<file path="src/rtl/uart_tx_sequencer.sv">
// UART transmit frame sequencer: start, data, optional parity, stop bits.
// One-byte holding register lets frames run back to back with no idle gap.
module uart_tx_sequencer #(
    parameter int DATA_BITS    = 8,
    parameter int CLKS_PER_BIT = 16,
    parameter int PARITY_EN    = 0,
    parameter int PARITY_ODD   = 0,
    parameter int STOP_BITS    = 1,
    parameter int IDX_W        = 4
) (
    input  logic                 clk,
    input  logic                 rst,
    input  logic [DATA_BITS-1:0] tx_data,
    input  logic                 tx_valid,
    output logic                 tx_ready,
    output logic                 tx,
    output logic                 busy,
    output logic                 done,
    output logic [IDX_W-1:0]     bit_index
);

    localparam int FRAME_BITS = 1 + DATA_BITS + PARITY_EN + STOP_BITS;
    localparam int CW = $clog2(CLKS_PER_BIT);
    localparam logic [CW-1:0] CNT_LAST = CW'(CLKS_PER_BIT - 1);
    localparam logic [IDX_W-1:0] IDX_DLAST = IDX_W'(DATA_BITS);
    localparam logic [IDX_W-1:0] IDX_LAST = IDX_W'(FRAME_BITS - 1);
    localparam logic PAR_INV = (PARITY_ODD != 0);

    typedef enum logic [2:0] {
        IDLE,
        START,
        DATA,
        PARITY,
        STOP
    } state_t;

    state_t               state, state_n;
    logic [CW-1:0]        cnt, cnt_n;
    logic [IDX_W-1:0]     idx_n;
    logic [DATA_BITS-1:0] shreg, shreg_n;
    logic [DATA_BITS-1:0] hold, hold_n;
    logic                 hold_full, hold_full_n;
    logic                 par, par_n;
    logic                 tx_n, busy_n, done_n;
    logic                 accept, boundary;

    assign tx_ready = !rst && ((state == IDLE) || !hold_full);
    assign accept   = tx_valid && tx_ready;
    assign boundary = (cnt == CNT_LAST);

    always_ff @(posedge clk) begin
        if (rst) begin
            state     <= IDLE;
            cnt       <= '0;
            bit_index <= '0;
            shreg     <= '0;
            hold      <= '0;
            hold_full <= 1'b0;
            par       <= 1'b0;
            tx        <= 1'b1;
            busy      <= 1'b0;
            done      <= 1'b0;
        end else begin
            state     <= state_n;
            cnt       <= cnt_n;
            bit_index <= idx_n;
            shreg     <= shreg_n;
            hold      <= hold_n;
            hold_full <= hold_full_n;
            par       <= par_n;
            tx        <= tx_n;
            busy      <= busy_n;
            done      <= done_n;
        end
    end

    always_comb begin
        state_n     = state;
        cnt_n       = boundary ? '0 : cnt + 1'b1;
        idx_n       = bit_index;
        shreg_n     = shreg;
        hold_n      = hold;
        hold_full_n = hold_full;
        par_n       = par;
        tx_n        = tx;
        busy_n      = busy;
        done_n      = 1'b0;

        // Mid-frame accepts park in the hold register; bypass overrides below
        if (accept && state != IDLE) begin
            hold_n      = tx_data;
            hold_full_n = 1'b1;
        end

        unique case (state)
            IDLE: begin
                cnt_n = '0;
                if (accept) begin
                    shreg_n = tx_data;
                    par_n   = ^tx_data;
                    state_n = START;
                    tx_n    = 1'b0;
                    busy_n  = 1'b1;
                    idx_n   = '0;
                end
            end
            START: begin
                if (boundary) begin
                    state_n = DATA;
                    idx_n   = bit_index + 1'b1;
                    tx_n    = shreg[0];
                    shreg_n = shreg >> 1;
                end
            end
            DATA: begin
                if (boundary) begin
                    idx_n = bit_index + 1'b1;
                    if (bit_index == IDX_DLAST) begin
                        if (PARITY_EN != 0) begin
                            state_n = PARITY;
                            tx_n    = par ^ PAR_INV;
                        end else begin
                            state_n = STOP;
                            tx_n    = 1'b1;
                        end
                    end else begin
                        tx_n    = shreg[0];
                        shreg_n = shreg >> 1;
                    end
                end
            end
            PARITY: begin
                if (boundary) begin
                    state_n = STOP;
                    idx_n   = bit_index + 1'b1;
                    tx_n    = 1'b1;
                end
            end
            STOP: begin
                if (boundary && bit_index == IDX_LAST) begin
                    done_n = 1'b1;
                    idx_n  = '0;
                    if (hold_full) begin
                        shreg_n     = hold;
                        par_n       = ^hold;
                        hold_full_n = 1'b0;
                        state_n     = START;
                        tx_n        = 1'b0;
                    end else if (accept) begin
                        shreg_n     = tx_data;
                        par_n       = ^tx_data;
                        hold_n      = hold;
                        hold_full_n = 1'b0;
                        state_n     = START;
                        tx_n        = 1'b0;
                    end else begin
                        state_n = IDLE;
                        busy_n  = 1'b0;
                        tx_n    = 1'b1;
                    end
                end else if (boundary) begin
                    idx_n = bit_index + 1'b1;
                    tx_n  = 1'b1;
                end
            end
            default: state_n = IDLE;
        endcase
    end

endmodule

</file>
<file path="config.mk">
export PLATFORM = sky130hd
export DESIGN_NAME = uart_tx_sequencer
export DESIGN_NICKNAME = d
export VERILOG_FILES = /design/src/rtl/uart_tx_sequencer.sv
export SDC_FILE = /design/constraint.sdc
export NUM_CORES = 1
export LEC_CHECK = 0
export ABC_AREA = 1
export BUFFER_PORTS_ARGS = -buffer_cell sky130_fd_sc_hd__buf_2
export CORE_MARGIN = 2
export CORE_UTILIZATION = 52
export DETAILED_ROUTE_END_ITERATION = 10
export PLACE_DENSITY = 0.75
export SYNTH_ARGS = -nofsm -noshare
export SYNTH_HDL_FRONTEND = slang
export SYNTH_SLANG_ARGS = --single-unit
export TNS_END_PERCENT = 20
</file>
<file path="constraint.sdc">
create_clock -name clk -period 1.6 [get_ports clk]
set_clock_uncertainty 0.05 [all_clocks]
set_input_delay 0.08 -clock clk [delete_from_list [all_inputs] [get_ports clk]]
set_output_delay 0.08 -clock clk [all_outputs]
set_load 0.03 [all_outputs]
</file>
=== Word-level counts from Yosys, hierarchy flattened ===
Cells that the tools add are included.

* Bits of input ports: 11
* Flip-flop bits (word level): 31

* Muxes and demuxes: 45
* Reduce and logical (&&, ||, !) cells: 21
* Bitwise gates (word level): 1
* Eq/ne operators: 17
* Add/sub/neg operators: 2

{| class="wikitable"
|+ Operators with widths
! kind !! count
|-
| $mux 8 || 11
|-
| $pmux 8 s4 || 1
|-
| $mux 1 || 20
|-
| $mux 3 || 6
|-
| $ne 2x2->1 const B || 9
|-
| $pmux 3 s5 || 1
|-
| $eq 4x4->1 const B || 3
|-
| $mux 4 || 3
|-
| $pmux 4 s3 || 1
|-
| $reduce_and 5->1 || 2
|-
| $add 4x1->4 const B || 2
|-
| $eq 3x2->1 const B || 2
|-
| $reduce_and 6->1 || 1
|-
| $reduce_bool 3->1 || 2
|-
| $reduce_or 3->1 || 2
|-
| $pmux 1 s5 || 1
|-
| $reduce_bool 5->1 || 1
|-
| $logic_and 1x1->1 || 4
|-
| $ne 4x4->1 const B || 1
|-
| $reduce_and 4->1 || 1
|-
| $reduce_bool 4->1 || 1
|-
| $eq 3x1->1 const B || 1
|-
| $eq 3x3->1 const B || 1
|-
| $logic_not 3->1 || 1
|-
| other kinds (7) || 8
|}

=== Logic depth before layout (Yosys ltp) ===
Gate-level depths: netlist (run 1).

* Word-level depth: 10
* Depth in mapped cells: 12

=== Worst setup path after synthesis (run 1) ===
Ideal clock, no wire load.

* Path type: register -> register
* Start point: reg bit_index[0]
* End point: reg shreg[4]
* Arrival time: 1.632 ns
* Stages on the path, launching flop included: 12
* Setup slack: -0.199 ns
* Data required time: 1.433 ns
* Cell sequence: dfxtp_1 > ha_1 > nand3_1 > inv_1 > nand2_1 > nand2_1 > nand2_2 > nor2_4 > buf_6 > nand3_1 > nor2_1 > nor2_1

* Cells in the longest elaborated chain, start to end: 4

{| class="wikitable"
|+ RTL lines
! item !! line !! text
|-
| start, declared || 19 || <nowiki>output logic [IDX_W-1:0] bit_index</nowiki>
|-
| start signal, assigned || 66 || <nowiki>bit_index <= idx_n;</nowiki>
|-
| $eq 4x4->1 || 140 || <nowiki>if (boundary && bit_index == IDX_LAST) begin</nowiki>
|-
| $logic_and 1x1->1 || 140 ||
|-
| $ne 2x2->1 (no source line) || n/a ||
|-
| $reduce_and 5->1 (no source line) * || n/a ||
|-
| end signal, assigned || 67 || <nowiki>shreg <= shreg_n;</nowiki>
|-
| end, declared || 40 || <nowiki>logic [DATA_BITS-1:0] shreg, shreg_n;</nowiki>
|}

Every way passes the cells marked *; elsewhere a longest branch is shown, timed or not.
A chain may end at the register's enable or synchronous reset.

=== Worst setup path in the final report (run 1) ===
* Start point: reg state[1]
* End point: out tx_ready

* Cells in the longest elaborated chain, start to end: 3

{| class="wikitable"
|+ RTL lines
! item !! line !! text
|-
| start, declared || 37 || <nowiki>state_t state, state_n;</nowiki>
|-
| start signal, assigned || 64 || <nowiki>state <= state_n;</nowiki>
|-
| $logic_not 3->1 || 47 || <nowiki>assign tx_ready = !rst && ((state == IDLE) || !hold_full);</nowiki>
|-
| $logic_or 1x1->1 || 47 ||
|-
| $logic_and 1x1->1 || 47 ||
|-
| end, declared || 15 || <nowiki>output logic tx_ready,</nowiki>
|}

Every way passes these cells.

==> results.md, run 1 <==
* Pin count of the biggest net entering global routing at 23
* CP Class: reg -> out
* CTS tree: built
* Final worst path period need at 1.60 ns
* Routed vias/inst at 5.11
* Die W at 63.3 um
* Synth Register Bits at 31
* FMAX at 0.624 GHz
* R2r endpoint: hold[1]$_SDFFE_PP0P_
* Drt initial violations at 118
* Post-route ant nets at 0
* Worst hold path endpoint: busy$_SDFFE_PP0P_
* Status: complete, but fails checks
* Setup Viol. Count Final at 1
* Grt ovf at 0
* Slowest stage delay, CP at 0.38 ns
* Area growth syn-to-layout at 42.5%
* Ys async rst share at 0%
* Max Cap Violations at 0
* Hpwl dp at 3140 um
* Slew Limit Headroom at 72.8%
* Placed instance area at 2180 um^2
* CTS Sinks at 31
* Initial antenna violation count at 0
* Gate Count Post-Synth at 287
* Total routed wirelength at 4970 um
* I/O Pins at 19
* Dpl ws at -0.116 ns
* Critical Path AT at 1.47 ns
* Synth warnings at 0
* H-tree Lvls at 2
* Vias in the first global route at 1715
* Final period util at 100%
* Hold Crit Class: reg -> reg
* Final Max Slew Viols at 0
* Starting Density at 54.4%
* Synthesized Nets at just over 300
* Worst Path Buf+Inv at 2
* Clk buf depth at 2
* FF-to-FF setup slack at 0.01 ns
* Skew-Pair Late Insertion Delay at 0.36 ns
* Dpl cells at between 300 and 400
* Crit-path max FO at 6
* Finished Layout Cells at 397
* Placer Congestion at 0.874
* Cell Area, Synth at ~1800 um^2
* Wire length per cell at 12.5 um
* Vias at 2029
* PortBufs at 18
* Final #Nets at 365
* CORE AREA at around 3400 um^2
* RSZ-0062 raised after global routing: yes
* # DRC at 0
* Fin Setup TNS at -0.00351 ns
* Cell family with most CP delay: flip-flops
* Finished Cell Area at about 2600 um^2
* Die area at 4010 um^2
* Reg2Reg Depth at 9
* Layout cells sized above 1 at 33.6%
* Crit-path cells: nor2_4 > nand2_4 > a21oi_4 > buf_6 > buf_6
* Slew @ Worst Pin at approximately 0.40 ns
* Count of different cell masters after synthesis at 30
* Tot GR Track Use at 24.5%
* Antenna diode count at 0
* Row cnt at 21
* Total CTS buffers at 5
* Sequential fraction of the synthesis area at roughly a third
* CP dominant cell by count: buf_6
* Worst hold slack at 0.403 ns
* CP Capture Type: primary output
* Worst hold path depth at 2
* CTS root buf: clkbuf_4
* First-pass GRT wire length at 7710 um
* Most used DFF post-synth: dfxtp_1
* Launch point of the worst reg-to-reg path: cnt[1]$_SDFF_PP0_
* Clock-pin slew reported for the worst setup and hold paths after clock tree synthesis at 0.09 ns
* Leakage at 1.22 nW
* Post-synth EDFFs at 0
* Required @ worst endpoint at about 1.5 ns
* Final Hold Viols at 0
* Die Y at 63.3 um
* VDD IR-drop max at 0.000749 V
* Pre-antenna DRT Iters at 4
* Hold_sp: busy$_SDFFE_PP0P_
* Final worst slack at -0.00351 ns
* Worst Setup Start Kind: flop
* Failing checks: setup timing
* Worst path slowest cell: dfxtp_4
* Avg Synthesized Cell Area at ~6.4 um^2
* Cell area power density at 1460 nW/um^2
## state kept, by name (all words and copies together) (netlist names)
| signal | flops |
|---|---|
| done | 1 |
| busy | 1 |
| tx | 1 |
| hold | 8 |
| bit_index | 4 |
| cnt | 4 |
| shreg | 8 |
| hold_full | 1 |
| state | 3 |
## final cells by class
| type | instances | area (um^2) |
|---|---|---|
| inverter | 33 | 131 |
| sequential | 31 | 638 |
| multi-input combinational | 218 | 1220 |
| fill | 270 | 754 |
| clock buffer | 7 | 76.3 |
| tap | 46 | 57.6 |
| clock inverter | 1 | 5.00 |
| timing repair buffer | 61 | 482 |
## where the power goes
group / switching, mW / internal (mW) / leakage (nW)
logic: 1.18 / 0.926 / 0.916
clock network: 0.290 / 0.306 / 0.0464
registers: 0.146 / 0.950 / 0.258
## metal layers
layer	global-route usage, %	part of all wire (%)
met5	0	0
met4	9.51	2.3
met3	6.43	6.4
met2	36.6	45
met1	33.7	46
## layout by cell type, fill, tap and decap left out, types with 5 or more instances in the layout
master and n:
nand2_1 62, nor2_1 53, buf_4 29, inv_1 25, dfxtp_1 23, nand3_1 19, buf_2 17, o21ai_0 16
nand2_2 10, a21oi_1 10, dlygate4sd3_1 10, nor2_2 8, nor2_4 7, nand3_2 7, nand3_4 5, dfxtp_2 5
clkbuf_4 5
## tightest hold or removal path, stage by stage (launching register included)
cell and delay [ns]:
dfxtp_1 0.31, inv_1 0.05, a21oi_1 0.05
## logic make-up (layout without fill, tap and decap cells)
| group | count (synthesis) | after routing | share of synthesized area (%) |
|---|---|---|---|
| AOI/OAI and AO/OA | 34 | 34 | 10.3 |
| and+or+nand+nor | 175 | 176 | 42.3 |
| xor gates and xnor gates | 4 | 4 | 1.91 |
| adders and majority gates | 4 | 4 | 2.73 |
| buffers and inverters | 39 | 102 | 8.82 |
| DFF | 31 | 31 | 33.9 |
## synth_stat cells (2+ instances only)
master	number	area (um^2)
nor2_1	63	236
nand3_1	26	130
xnor2_1	2	17.5
xor2_1	2	17.5
nand3_2	4	40.0
nand4_1	2	12.5
inv_1	29	109
inv_2	2	7.51
buf_2	2	10.0
nand2_1	70	263
a21oi_1	10	50.1
clkinv_1	2	7.51
ha_1	4	50.1
o21ai_0	20	100
dfxtp_1	31	621
nor2_4	3	33.8
nand2_2	2	12.5
## metrics by stage
stage | total power [mW] | util [%]
2_1_floorplan | 2.22 | -
3_3_place_gp | 2.69 | 64.8
3_5_place_dp | 2.71 | 64.8
4_1_cts | 3.38 | 71.2
5_1_grt | 4.06 | 77.6
6_report | 3.80 | 77.6
## what timing repair did
action / 4_1_cts / 5_1_grt
hold endpoints to repair: 13 / 0
buffers inserted: 2 / 2
pin swaps: 2 / 18
cloned: 0 / 2
hold buffers: 10 / 0
resized for setup: 7 / 51
setup endpoints to repair: 17 / 24
## worst max path at each step
stage / start / endpoint / depth (start not counted)
final: state[1]$_SDFFE_PP0P_ / tx_ready / 5
after global routing: cnt[1]$_SDFF_PP0_ / hold[1]$_SDFFE_PP0P_ / 9
after CTS: state[0]$_SDFFE_PP0P_ / tx_ready / 5
after detailed placement: bit_index[1]$_SDFFE_PP0P_ / hold[3]$_SDFFE_PP0P_ / 10
after global placement: bit_index[1]$_SDFFE_PP0P_ / hold[7]$_SDFFE_PP0P_ / 10
after floorplan: cnt[0]$_SDFF_PP0_ / shreg[4]$_SDFFE_PP0P_ / 11
No activity file was read; power rests on OpenSTA's default activity.
==> run 2, diff against run 1 <==
--- a/config.mk
+++ b/config.mk
@@ -6,12 +6,14 @@
 export NUM_CORES = 1
 export LEC_CHECK = 0
 export ABC_AREA = 1
+export ABC_CLOCK_PERIOD_IN_PS = 1600
 export BUFFER_PORTS_ARGS = -buffer_cell sky130_fd_sc_hd__buf_2
 export CORE_MARGIN = 2
 export CORE_UTILIZATION = 52
 export DETAILED_ROUTE_END_ITERATION = 10
+export MAX_ROUTING_LAYER = met4
 export PLACE_DENSITY = 0.75
 export SYNTH_ARGS = -nofsm -noshare
 export SYNTH_HDL_FRONTEND = slang
 export SYNTH_SLANG_ARGS = --single-unit
-export TNS_END_PERCENT = 20
+export TNS_END_PERCENT = 1
==> run 2 against run 1 <==
Compared with the run above:
- the run still ends with setup timing left
- final cell count up 1.0%
- setup slack worse by 0.058 ns
- die area unchanged
- maximum frequency down 3.5%
- combinational power up 7%
- first-iteration DRC count up 98%
- clock power up 1%
- utilization up 0.52 points
- critical path depth up 6
- worst hold slack worse by 0.36 ns
- register-to-register slack worse by 0.07 ns
- via count up 4.5%
- largest power group unchanged
==> results.md, run 2 (synthesis gave the netlist of run 1 again) <==
* Starting Density at 54.4% (unchanged)
* Grt ovf at 0 (unchanged)
* Die W at 63.3 um (unchanged)
* Final worst path period need at 1.66 ns (+0.0584 ns)
* VDD IR-drop max at 0.000986 V (+32%)
* First-pass GRT wire length at 7620 um (-1.2%)
* Die Y at 63.3 um (unchanged)
* Dpl cells at 374 (+0.27%)
* Layout cells sized above 1 at 33.5% (-0.097 points)
* Wire length per cell at 13.1 um (+4.7%)
* Row cnt at 21 (unchanged)
* Clock-pin slew reported for the worst setup and hold paths after clock tree synthesis at 0.11 ns (+0.02 ns)
* Largest regs: hold: 8 flops, shreg: 8 flops
* Clk buf depth at 2 (unchanged)
* Critical Path AT at 1.85 ns (+0.38 ns)
* Crit path from: bit_index[0]$_SDFFE_PP0P_
* Leakage at 1.23 nW (+0.83%)
* Final Hold Viols at 0 (unchanged)
* Launch point of the worst reg-to-reg path: bit_index[0]$_SDFFE_PP0P_
* Vias in the first global route at 1717 (+0.12%)
* CTS Sinks at 31 (unchanged)
* Drt initial violations at 234 (+98%)
* Top Layer Used: met4
* FMAX at 0.602 GHz (-3.5%)
* # DRC at 0 (unchanged)
* Total routed wirelength at 5250 um (+5.8%)
* Finished Layout Cells at 401 (+1.0%)
* CORE AREA at 3360 um^2 (unchanged)
* Die area at 4010 um^2 (unchanged)
* Most frequent cells in the layout: nand2_1 (62), nor2_1 (52), buf_4 (33)
* Routed vias/inst at 5.29 (+3.4%)
* Crit-path max FO at 8 (+2)
* CP Class: reg -> reg
* Hold_sp: tx_valid
* Total CTS buffers at 5 (unchanged)
* RSZ-0062 raised after global routing: yes
* Leading cell type in the layout, fill and taps excluded: nand2_1
* Slew Limit Headroom at 71.4% (-1.4 points)
* Final #Nets at 370 (+1.4%)
* Slew @ Worst Pin at 0.424 ns (+0.0208 ns)
* Antenna diode count at 0 (unchanged)
* Met2 WL at 2370 um (+6.3%)
* CTS root buf: clkbuf_4
* Initial antenna violation count at 0 (unchanged)
* Cell area power density at 1500 nW/um^2 (+3.4%)
* Vias at 2120 (+4.5%)
* Fillers at 245 (-9.3%)
* Failing checks: setup timing
* Tot GR Track Use at 24.4% (-0.15 points)
* WL met1 at 2310 um (+0.22%)
* Placer Congestion at 1.01 (+15%)
* Worst Setup EP: shreg[3]$_SDFFE_PP0P_
* H-tree Lvls at 2 (unchanged)
* Skew-Pair Late Insertion Delay at 0.35 ns (about the same)
* Pin count of the biggest net entering global routing at 23 (unchanged)
* Hpwl dp at 3070 um (-2.3%)
* Required @ worst endpoint at 1.79 ns (+0.32 ns)
* Hold Crit Class: in -> reg
* Post-route ant nets at 0 (unchanged)
* Final core occ at 78.1% (+0.52 points)
* Worst Setup Start Kind: flop
* R2r endpoint: shreg[3]$_SDFFE_PP0P_
* Status: complete, but fails checks
* Reg2Reg Depth at 11 (+2)
* FF-to-FF setup slack at -0.06 ns (-0.07 ns)
* I/O Pins at 19 (unchanged)
* Final worst slack at -0.0619 ns (-0.0584 ns)
* CP Capture Type: flop
* Final period util at 104% (+3.6 points)
* PortBufs at 18 (unchanged)
* Area growth syn-to-layout at 43.5%
* Final Max Slew Viols at 0 (unchanged)
* Pre-antenna DRT Iters at 5 (+1)
* Max Cap Violations at 0 (unchanged)
* Setup Viol. Count Final at 3 (+2)
* Met3 WL at 466 um (+47%)
* CTS tree: built
run 2: cell types whose count changed in the layout (fill, tap and decap cells not counted), moves of 2 or more:
cell / previous run / this run
buf_4: 29 / 33
buf_6: 3 / 5
nand3_1: 19 / 21
o21ai_0: 16 / 13
o21ai_1: 3 / 6
run 2: critical path, stage by stage, from the launching register on:
cell	delay, ns
dfxtp_4	0.38
inv_1	0.05
ha_1	0.20
nand3_2	0.08
inv_1	0.06
nand2_2	0.07
nand3_2	0.08
nor2_4	0.19
buf_12	0.15
nand3_1	0.09
nor2_1	0.11
nor2_1	0.06
run 2: metal layers:
layer  track usage, %  vias to the layer above
met5                -                        -
met4             7.07                        0
met3             5.89                       15
met2             35.3                      105
met1             33.7                      955
li1                 -                     1045
run 2: final cells by class:
class,instances,area [um^2],share of cell area [%]
Inverter,33,134,5.10
Clock inverter,1,30.0,1.14
Tap cell,46,57.6,2.19
Timing Repair Buffer,66,524,20.0
Clock buffer,6,41.3,1.57
Sequential cell,31,634,24.2
Multi-Input combinational cell,218,1200,45.9
run 2: where the power goes:
| part | internal (mW) | switching, mW | leakage (nW) |
|---|---|---|---|
| logic | 1.01 | 1.26 | 0.935 |
| clock network | 0.322 | 0.282 | 0.0383 |
| registers | 0.953 | 0.133 | 0.257 |
| total | 2.28 | 1.67 | 1.23 |
run 2: through the flow:
step / setup TNS, ns / cell area [um^2] / setup WS [ns] / power (mW) / hold WS [ns]
floorplan: -0.387 / 1840 / -0.0396 / 2.22 / 0.165
global placement: -0.962 / 2180 / -0.126 / 2.69 / 0.272
detailed placement: -0.862 / 2180 / -0.104 / 2.72 / 0.276
CTS: -0.00172 / 2360 / -0.00172 / 3.36 / 0.0133
global route: -1.29 / 2630 / -0.155 / 4.21 / 0.0380
finish: -0.124 / 2630 / -0.0619 / 3.95 / 0.0464
run 2: repair_timing:
| item | in CTS | in global routing |
|---|---|---|
| gates cloned | 0 | 2 |
| hold endpoints to repair | 8 | 1 |
| pin swaps | 1 | 16 |
| setup endpoints to repair | 20 | 25 |
| hold buffers | 8 | 1 |
| buffers inserted | 1 | 8 |
| gates resized for setup | 9 | 54 |
run 2: worst min path at each step:
stage / end / slack (ns) / cells after the start
4_1_cts: bit_index[0]$_SDFFE_PP0P_ / 0.01 / 2
3_5_place_dp: hold[2]$_SDFFE_PP0P_ / 0.28 / 3
3_3_place_gp: hold[2]$_SDFFE_PP0P_ / 0.27 / 3
2_1_floorplan: hold[0]$_SDFFE_PP0P_ / 0.16 / 2
6_report: hold_full$_SDFF_PP0_ / 0.05 / 3
5_1_grt: hold_full$_SDFF_PP0_ / 0.04 / 3
